## config.mk

```make
export PLATFORM = sky130hd
export DESIGN_NAME = blob_locator
export DESIGN_NICKNAME = d
export VERILOG_FILES = /design/src/rtl/blob_locator.sv
export SDC_FILE = /design/constraint.sdc
export NUM_CORES = 1
export LEC_CHECK = 0
export CORE_MARGIN = 4
export CORE_UTILIZATION = 60
export CTS_BUF_LIST = sky130_fd_sc_hd__clkbuf_4 sky130_fd_sc_hd__clkbuf_8 sky130_fd_sc_hd__clkbuf_16
export DETAILED_ROUTE_END_ITERATION = 16
export MAX_ROUTING_LAYER = met4
export PLACE_DENSITY = 0.86
export REMOVE_ABC_BUFFERS = 1
export SLEW_MARGIN = 15
export SYNTH_ARGS = -nofsm -noshare
export SYNTH_HDL_FRONTEND = slang
export SYNTH_SLANG_ARGS = --single-unit
```

## constraint.sdc

```tcl
create_clock -name clk_in -period 5.4 [get_ports clk_in]
set_clock_uncertainty 0.2 [all_clocks]
set_input_delay 0.54 -clock clk_in [delete_from_list [all_inputs] [get_ports clk_in]]
set_output_delay 0.54 -clock clk_in [all_outputs]
set_load 0.02 [all_outputs]
```

## src/rtl/blob_locator.sv

```systemverilog
// blob_locator: per-frame bounding box, pixel count and found flag for all
// active-area pixels that exactly match COLOR. Results are published on each
// frame-start edge, i.e. when the raster wraps back to (0,0).
module blob_locator #(
    parameter logic [11:0] COLOR      = 12'hFFF,
    parameter int          H_ACTIVE   = 1024,
    parameter int          V_ACTIVE   = 768,
    parameter int          MIN_PIXELS = 16
) (
    input  logic        clk_in,
    input  logic        rst_in,
    input  logic [10:0] hcount_in,
    input  logic [9:0]  vcount_in,
    input  logic [11:0] pixel_in,
    output logic [10:0] x_out,
    output logic [9:0]  y_out,
    output logic [10:0] width_out,
    output logic [9:0]  height_out,
    output logic [19:0] count_out,
    output logic        found_out,
    output logic        valid_out
);

    localparam logic [10:0] H_LIM   = 11'(H_ACTIVE);
    localparam logic [9:0]  V_LIM   = 10'(V_ACTIVE);
    localparam logic [19:0] MIN_CNT = 20'(MIN_PIXELS);

    typedef enum logic [0:0] {
        IDLE  = 1'b0,
        ACCUM = 1'b1
    } state_t;

    state_t      state_q;
    logic        origin_q;

    logic [10:0] min_x_q, min_x_d;
    logic [10:0] max_x_q, max_x_d;
    logic [9:0]  min_y_q, min_y_d;
    logic [9:0]  max_y_q, max_y_d;
    logic [19:0] cnt_q,   cnt_d;

    logic        at_origin;
    logic        frame_start;
    logic        in_active;
    logic        hit;
    logic        sample_en;
    logic        publish;

    // Count increment that sticks at all-ones instead of wrapping.
    function automatic logic [19:0] sat_inc(input logic [19:0] c);
        return (c == 20'hFFFFF) ? c : c + 20'd1;
    endfunction

    // Inclusive extent between two coordinates; callers guarantee hi >= lo.
    function automatic logic [10:0] span_x(input logic [10:0] lo, input logic [10:0] hi);
        return hi - lo + 11'd1;
    endfunction

    function automatic logic [9:0] span_y(input logic [9:0] lo, input logic [9:0] hi);
        return hi - lo + 10'd1;
    endfunction

    assign at_origin   = (hcount_in == 11'd0) && (vcount_in == 10'd0);
    // Edge-detected so that a raster parked on (0,0) yields one frame start.
    assign frame_start = at_origin && !origin_q;
    assign in_active   = (hcount_in < H_LIM) && (vcount_in < V_LIM);
    assign hit         = in_active && (pixel_in == COLOR);
    // Repeats of a held (0,0) are the same pixel already folded at frame start.
    assign sample_en   = frame_start || ((state_q == ACCUM) && !(at_origin && origin_q));
    assign publish     = frame_start && (state_q == ACCUM);

    // Next accumulator values: restart on frame start, then fold in this pixel.
    always_comb begin
        min_x_d = min_x_q;
        max_x_d = max_x_q;
        min_y_d = min_y_q;
        max_y_d = max_y_q;
        cnt_d   = cnt_q;
        if (frame_start) begin
            min_x_d = '1;
            max_x_d = '0;
            min_y_d = '1;
            max_y_d = '0;
            cnt_d   = '0;
        end
        if (sample_en && hit) begin
            if (hcount_in < min_x_d) min_x_d = hcount_in;
            if (hcount_in > max_x_d) max_x_d = hcount_in;
            if (vcount_in < min_y_d) min_y_d = vcount_in;
            if (vcount_in > max_y_d) max_y_d = vcount_in;
            cnt_d = sat_inc(cnt_d);
        end
    end

    // Accumulator registers; only meaningful once a frame start has been seen.
    always_ff @(posedge clk_in) begin
        min_x_q <= min_x_d;
        max_x_q <= max_x_d;
        min_y_q <= min_y_d;
        max_y_q <= max_y_d;
        cnt_q   <= cnt_d;
    end

    // Control FSM with registered result outputs latched at each frame start.
    always_ff @(posedge clk_in) begin
        if (!rst_in) begin
            state_q    <= IDLE;
            origin_q   <= 1'b0;
            x_out      <= '0;
            y_out      <= '0;
            width_out  <= '0;
            height_out <= '0;
            count_out  <= '0;
            found_out  <= 1'b0;
            valid_out  <= 1'b0;
        end else begin
            origin_q  <= at_origin;
            valid_out <= 1'b0;
            case (state_q)
                IDLE: begin
                    if (frame_start) state_q <= ACCUM;
                end
                ACCUM: begin
                    if (publish) begin
                        valid_out <= 1'b1;
                        count_out <= cnt_q;
                        if (cnt_q >= MIN_CNT) begin
                            x_out      <= min_x_q;
                            y_out      <= min_y_q;
                            width_out  <= span_x(min_x_q, max_x_q);
                            height_out <= span_y(min_y_q, max_y_q);
                            found_out  <= 1'b1;
                        end else begin
                            x_out      <= '0;
                            y_out      <= '0;
                            width_out  <= '0;
                            height_out <= '0;
                            found_out  <= 1'b0;
                        end
                    end
                end
                default: state_q <= IDLE;
            endcase
        end
    end

endmodule

```

After elaboration in Yosys (flattened, before gate mapping). Cells that the tools add are included.

Reductions and logical operators: 15. $add $sub $neg: 5. $lt $le $gt $ge: 7. Equal/unequal tests: 2. Mux-type cells: 23.

Operators by type and width (number): 11-bit 2-to-1 mux (8); 10-bit 2-to-1 mux (8); 20-bit 2-to-1 mux (3); 20-bit by 1-bit adder with 20-bit output (second input constant) (1); 20-bit == test (second input constant) (1); 20-bit by 5-bit >= comparator with 1-bit output (second input constant) (1); 12-bit == test (second input constant) (1); 11-bit by 1-bit adder with 11-bit output (second input constant) (1); 11-bit greater-than comparator (1); 11-bit zero test (1); 11-bit < comparator (1); 11-bit < comparator (second input constant) (1); 11-bit subtractor (1); 10-bit by 1-bit adder with 10-bit output (second input constant) (1); 10-bit greater-than comparator (1); 10-bit zero test (1); 10-bit < comparator (1); 10-bit < comparator (second input constant) (1); 10-bit subtractor (1); 1-bit logical AND (8); 1-bit 2-to-1 mux (4); 2-bit AND reduction (2); 1-bit zero test (2); 1-bit logical OR (1).

Bits of input ports: 35. Word-level logic and storage cells: 66. Bits in registers: 128.

Depth between registers and ports, before layout.
Depth in word-level cells: 8. Mapped depth: 13. Gate-level depth less buffers: 11.

Worst setup path before layout. No wires, ideal clock.

Path type: in2reg. From: input vcount_in[2]. To: register max_x_q[0]. Setup time: 0.123 ns. Stages on the path: 13. Data required time: 5.077 ns. Arrival: 3.295 ns. Buffers on the path: 2. Setup slack: 1.782 ns. Path through: or4_4 nor3_2 nand2_2 clkbuf_1 nand2_1 ha_1 a21o_1 a211o_1 nor3_1 a21oi_1 o311ai_1 buf_4 mux2_1.

Word-level cells in the longest chain between the ends: 8.

RTL lines: start, declared (RTL line 13) `input logic [9:0] vcount_in,`; parallel branches: the longest is 7 deep, another holds 11-bit greater-than comparator; 11-bit 2-to-1 mux (*) (RTL line 86) `if (sample_en && hit) begin`; named net max_x_d[0] (RTL line 37) `logic [10:0] max_x_q, max_x_d;`; end signal, assigned (RTL line 98) `max_x_q <= max_x_d;`; end, declared (RTL line 37).

Mark *: on every way through the listed nets, which the timed path passes. A chain may end at the register's enable or synchronous reset.

Final worst setup path.
From: input vcount_in[9]. To: register min_x_q[2].

Word-level cells in the longest chain between the ends: 8.

RTL lines: parallel branches: the longest is 7 deep, another holds 11-bit < comparator; 11-bit 2-to-1 mux (*) (RTL line 86); named net min_x_d[2] (RTL line 36) `logic [10:0] min_x_q, min_x_d;`; end signal, assigned (RTL line 97) `min_x_q <= min_x_d;`; end, declared (RTL line 36).

Marked as above.

==> reports/metrics.yaml <==
status: "finished clean"
slew_viol_final: 0
synth-seq-cells: 128
utilization_pct: 76.6
post-place-cells: 1030
synth_top_area_cell: "dfxtp_1"
pin_count: 99
synth_edf_count: 0
synth_simple_gate_area_share_pct: 21.0
critical_path.slowest_cell: "or4_1"
synth-async-reset-ratio_pct: 0
grt_pass1_vias: 6174
cp_common_cell: "buf_4"
vias_per_cell: 5.88
worstPathArrival_ns: 4.49
final_cells: 1062
synth_area_mm2: 0.00707
synthAdderAreaFrac_pct: 14.2
power_mw: 2.25
fp.dieW_um: 117
vias: 6243
portBuffers: 98
dieHeight_um: 117
synth_top_area_share_pct: 36.3
clk-insertion-delay-late_ns: 0.42
cts-buffers-inserted: 17
synth_area_leaders: "dfxtp_1, ha_1, nand2_1, mux2i_1, a21boi_1"
fin_tns_setup_ns: 0
grt-ovfl-total: 0
clkTransAtPathRegs_ns: 0.06
area_delta_synth_final_pct: 24.3
antenna_found_initial: 0
cp.required_ns: 5.54
worstMarginPinSlew_ns: 1.05
pre_cts_slack_ns: 0.714
drive_above_1_share_pct: 6.86
drtIter0Drc: 430
mostFrequentLayoutCell: "dfxtp_1"
power.density_mw_per_mm2: 256
crit_path_start_kind: "input pin"
routedWlPerCell_um: 17.1
grt_usage_pct: 28.4
synth.area.mux_share_pct: 6.28
finalCriticalPeriod_ns: 4.35
synth_cell_type_count: 62
grt_pass1_wl_mm: 29.7
clockBufferDepth: 2
synth_warnings: 0
root_buffer: "clkbuf_16"
cap_viol_max_count: 0
gp_congestion: 0.901
clkSinkCount: 128
final-setup-viol-count: 0
cts_hold_buf: 0
cts-resized-gates: 0
final_cell_mix: "dfxtp_1, nand2_1, clkdlybuf4s50_1"
post_cts_buffers: 0
fin_crit_sh_pct: 80.6
place_hpwl_mm: 12.9
synth_top_family_by_area: "simple AND/OR/NAND/NOR gates"
grt_setup_unrepaired: "false"
max_freq_mhz: 230
synth_cells: 816
finalHoldViolations: 0
nets: 1020
first_pass_iters: 5
synthFlopType: "dfxtp_1"
setup_slack_ns: 1.05
initial_utilization_pct: 61.6
crit_fanout: 22
min_path_type: "register to register"
routed_wl_mm: 18.2
cpPeakStageDelay_ns: 0.61
cts_tree: "done"
grt_max_degree: 72
synth_area_per_cell_um2: 8.66
diodes: 0
die-area_mm2: 0.0136
cp-end-kind: "register"
synth-seq-area-share_pct: 36.3
coreArea_mm2: 0.0115
num_rows: 39
post_synth_xor_area_fraction_pct: 2.85
relSlewSlack_pct: 30.1
drcViolationCount: 0
crit_type: "input pin to register"
ant_nets: 0
htreeDepth: 4
worstPathCellList: "clkdlybuf4s50_1, or4_1, or3_4, nor2_4, buf_4, nor2_1, ha_1, nand4_1, nor3_1, o31ai_1, o2111ai_1, buf_4, mux2i_1"
synth_compound_area_share_pct: 14.0
vdd_ir_drop_max_v: 0.000280
power.leakage_nw: 3.60
## through the flow
step,cell area [um2],hold WS [ns]
after CTS,8780,0.249
after floorplan,6890,0.240
final,8790,0.244
after global placement,8150,0.237
after detailed placement,8150,0.241
after global routing,8790,0.271
## Yosys cell counts (all sizes together), types with 20 or more instances
library cell and count:
nand3 50, o21ai 23, nand2 121, buf 20, inv 54, ha 77, a21oi 23, nand4 23
a21boi 55, dfxtp 128, nor2 46, mux2i 41
## area by class of cell
type / count / area [um2]
clock buffer: 18 / 433
clock inverter: 14 / 190
fill: 791 / 2680
inverter: 54 / 203
multi-input combinational: 595 / 4150
sequential: 128 / 2560
tap: 143 / 179
timing repair buffer: 110 / 1070
## worst max-delay path: cells and delay by family
family | cells | cell delay (ns)
compound gates | 2 | 0.26
buf+inv | 3 | 1.11
mux | 1 | 0.23
fa+ha+maj | 1 | 0.34
simple gates | 6 | 1.99
## worst paths after layout
path	from	end	slack (ns)	cells after the start
min reg2reg	x_out[9]	x_out[9]	0.24	2
min	x_out[9]	x_out[9]	0.24	2
max	vcount_in[9]	min_x_q[2]	1.05	13
max reg2reg	origin_q	min_x_q[2]	1.96	11
## state kept, by name, indices dropped and copies added (netlist names), 10 cells and up
| signal | flops |
|---|---|
| cnt_q | 20 |
| count_out | 20 |
| height_out | 10 |
| max_x_q | 11 |
| max_y_q | 10 |
| min_x_q | 11 |
| min_y_q | 10 |
| width_out | 11 |
| x_out | 11 |
| y_out | 10 |
## cell families (layout without fill, tap and decap cells)
logic type                 Yosys count  count (layout)
AOI/OAI and AO/OA                  143             143
xor gates and xnor gates            23              23
adders and majority gates           79              79
buffers and inverters               93             196
DFF                                128             128
muxes                               44              44
and+or+nand+nor                    306             306
## routing by layer
metal / vias to the layer above / share of wire [%] / GRT usage [%]
met2: 193 / 50 / 48.3
met3: 29 / 4.7 / 4.82
met5: - / 0 / -
met4: 0 / 1.7 / 10.2
met1: 2973 / 43 / 33.9
li1: 3048 / - / -
## power by group
group | internal (mW) | leakage [nW] | switching, mW | total [mW]
sequential | 0.945 | 1.03 | 0.0000179 | 0.945
clock | 0.776 | 0.303 | 0.435 | 1.21
combinational | 0.0492 | 2.27 | 0.0479 | 0.0972
total | 1.77 | 3.60 | 0.483 | 2.25
Power figures use the tool's default switching activity.
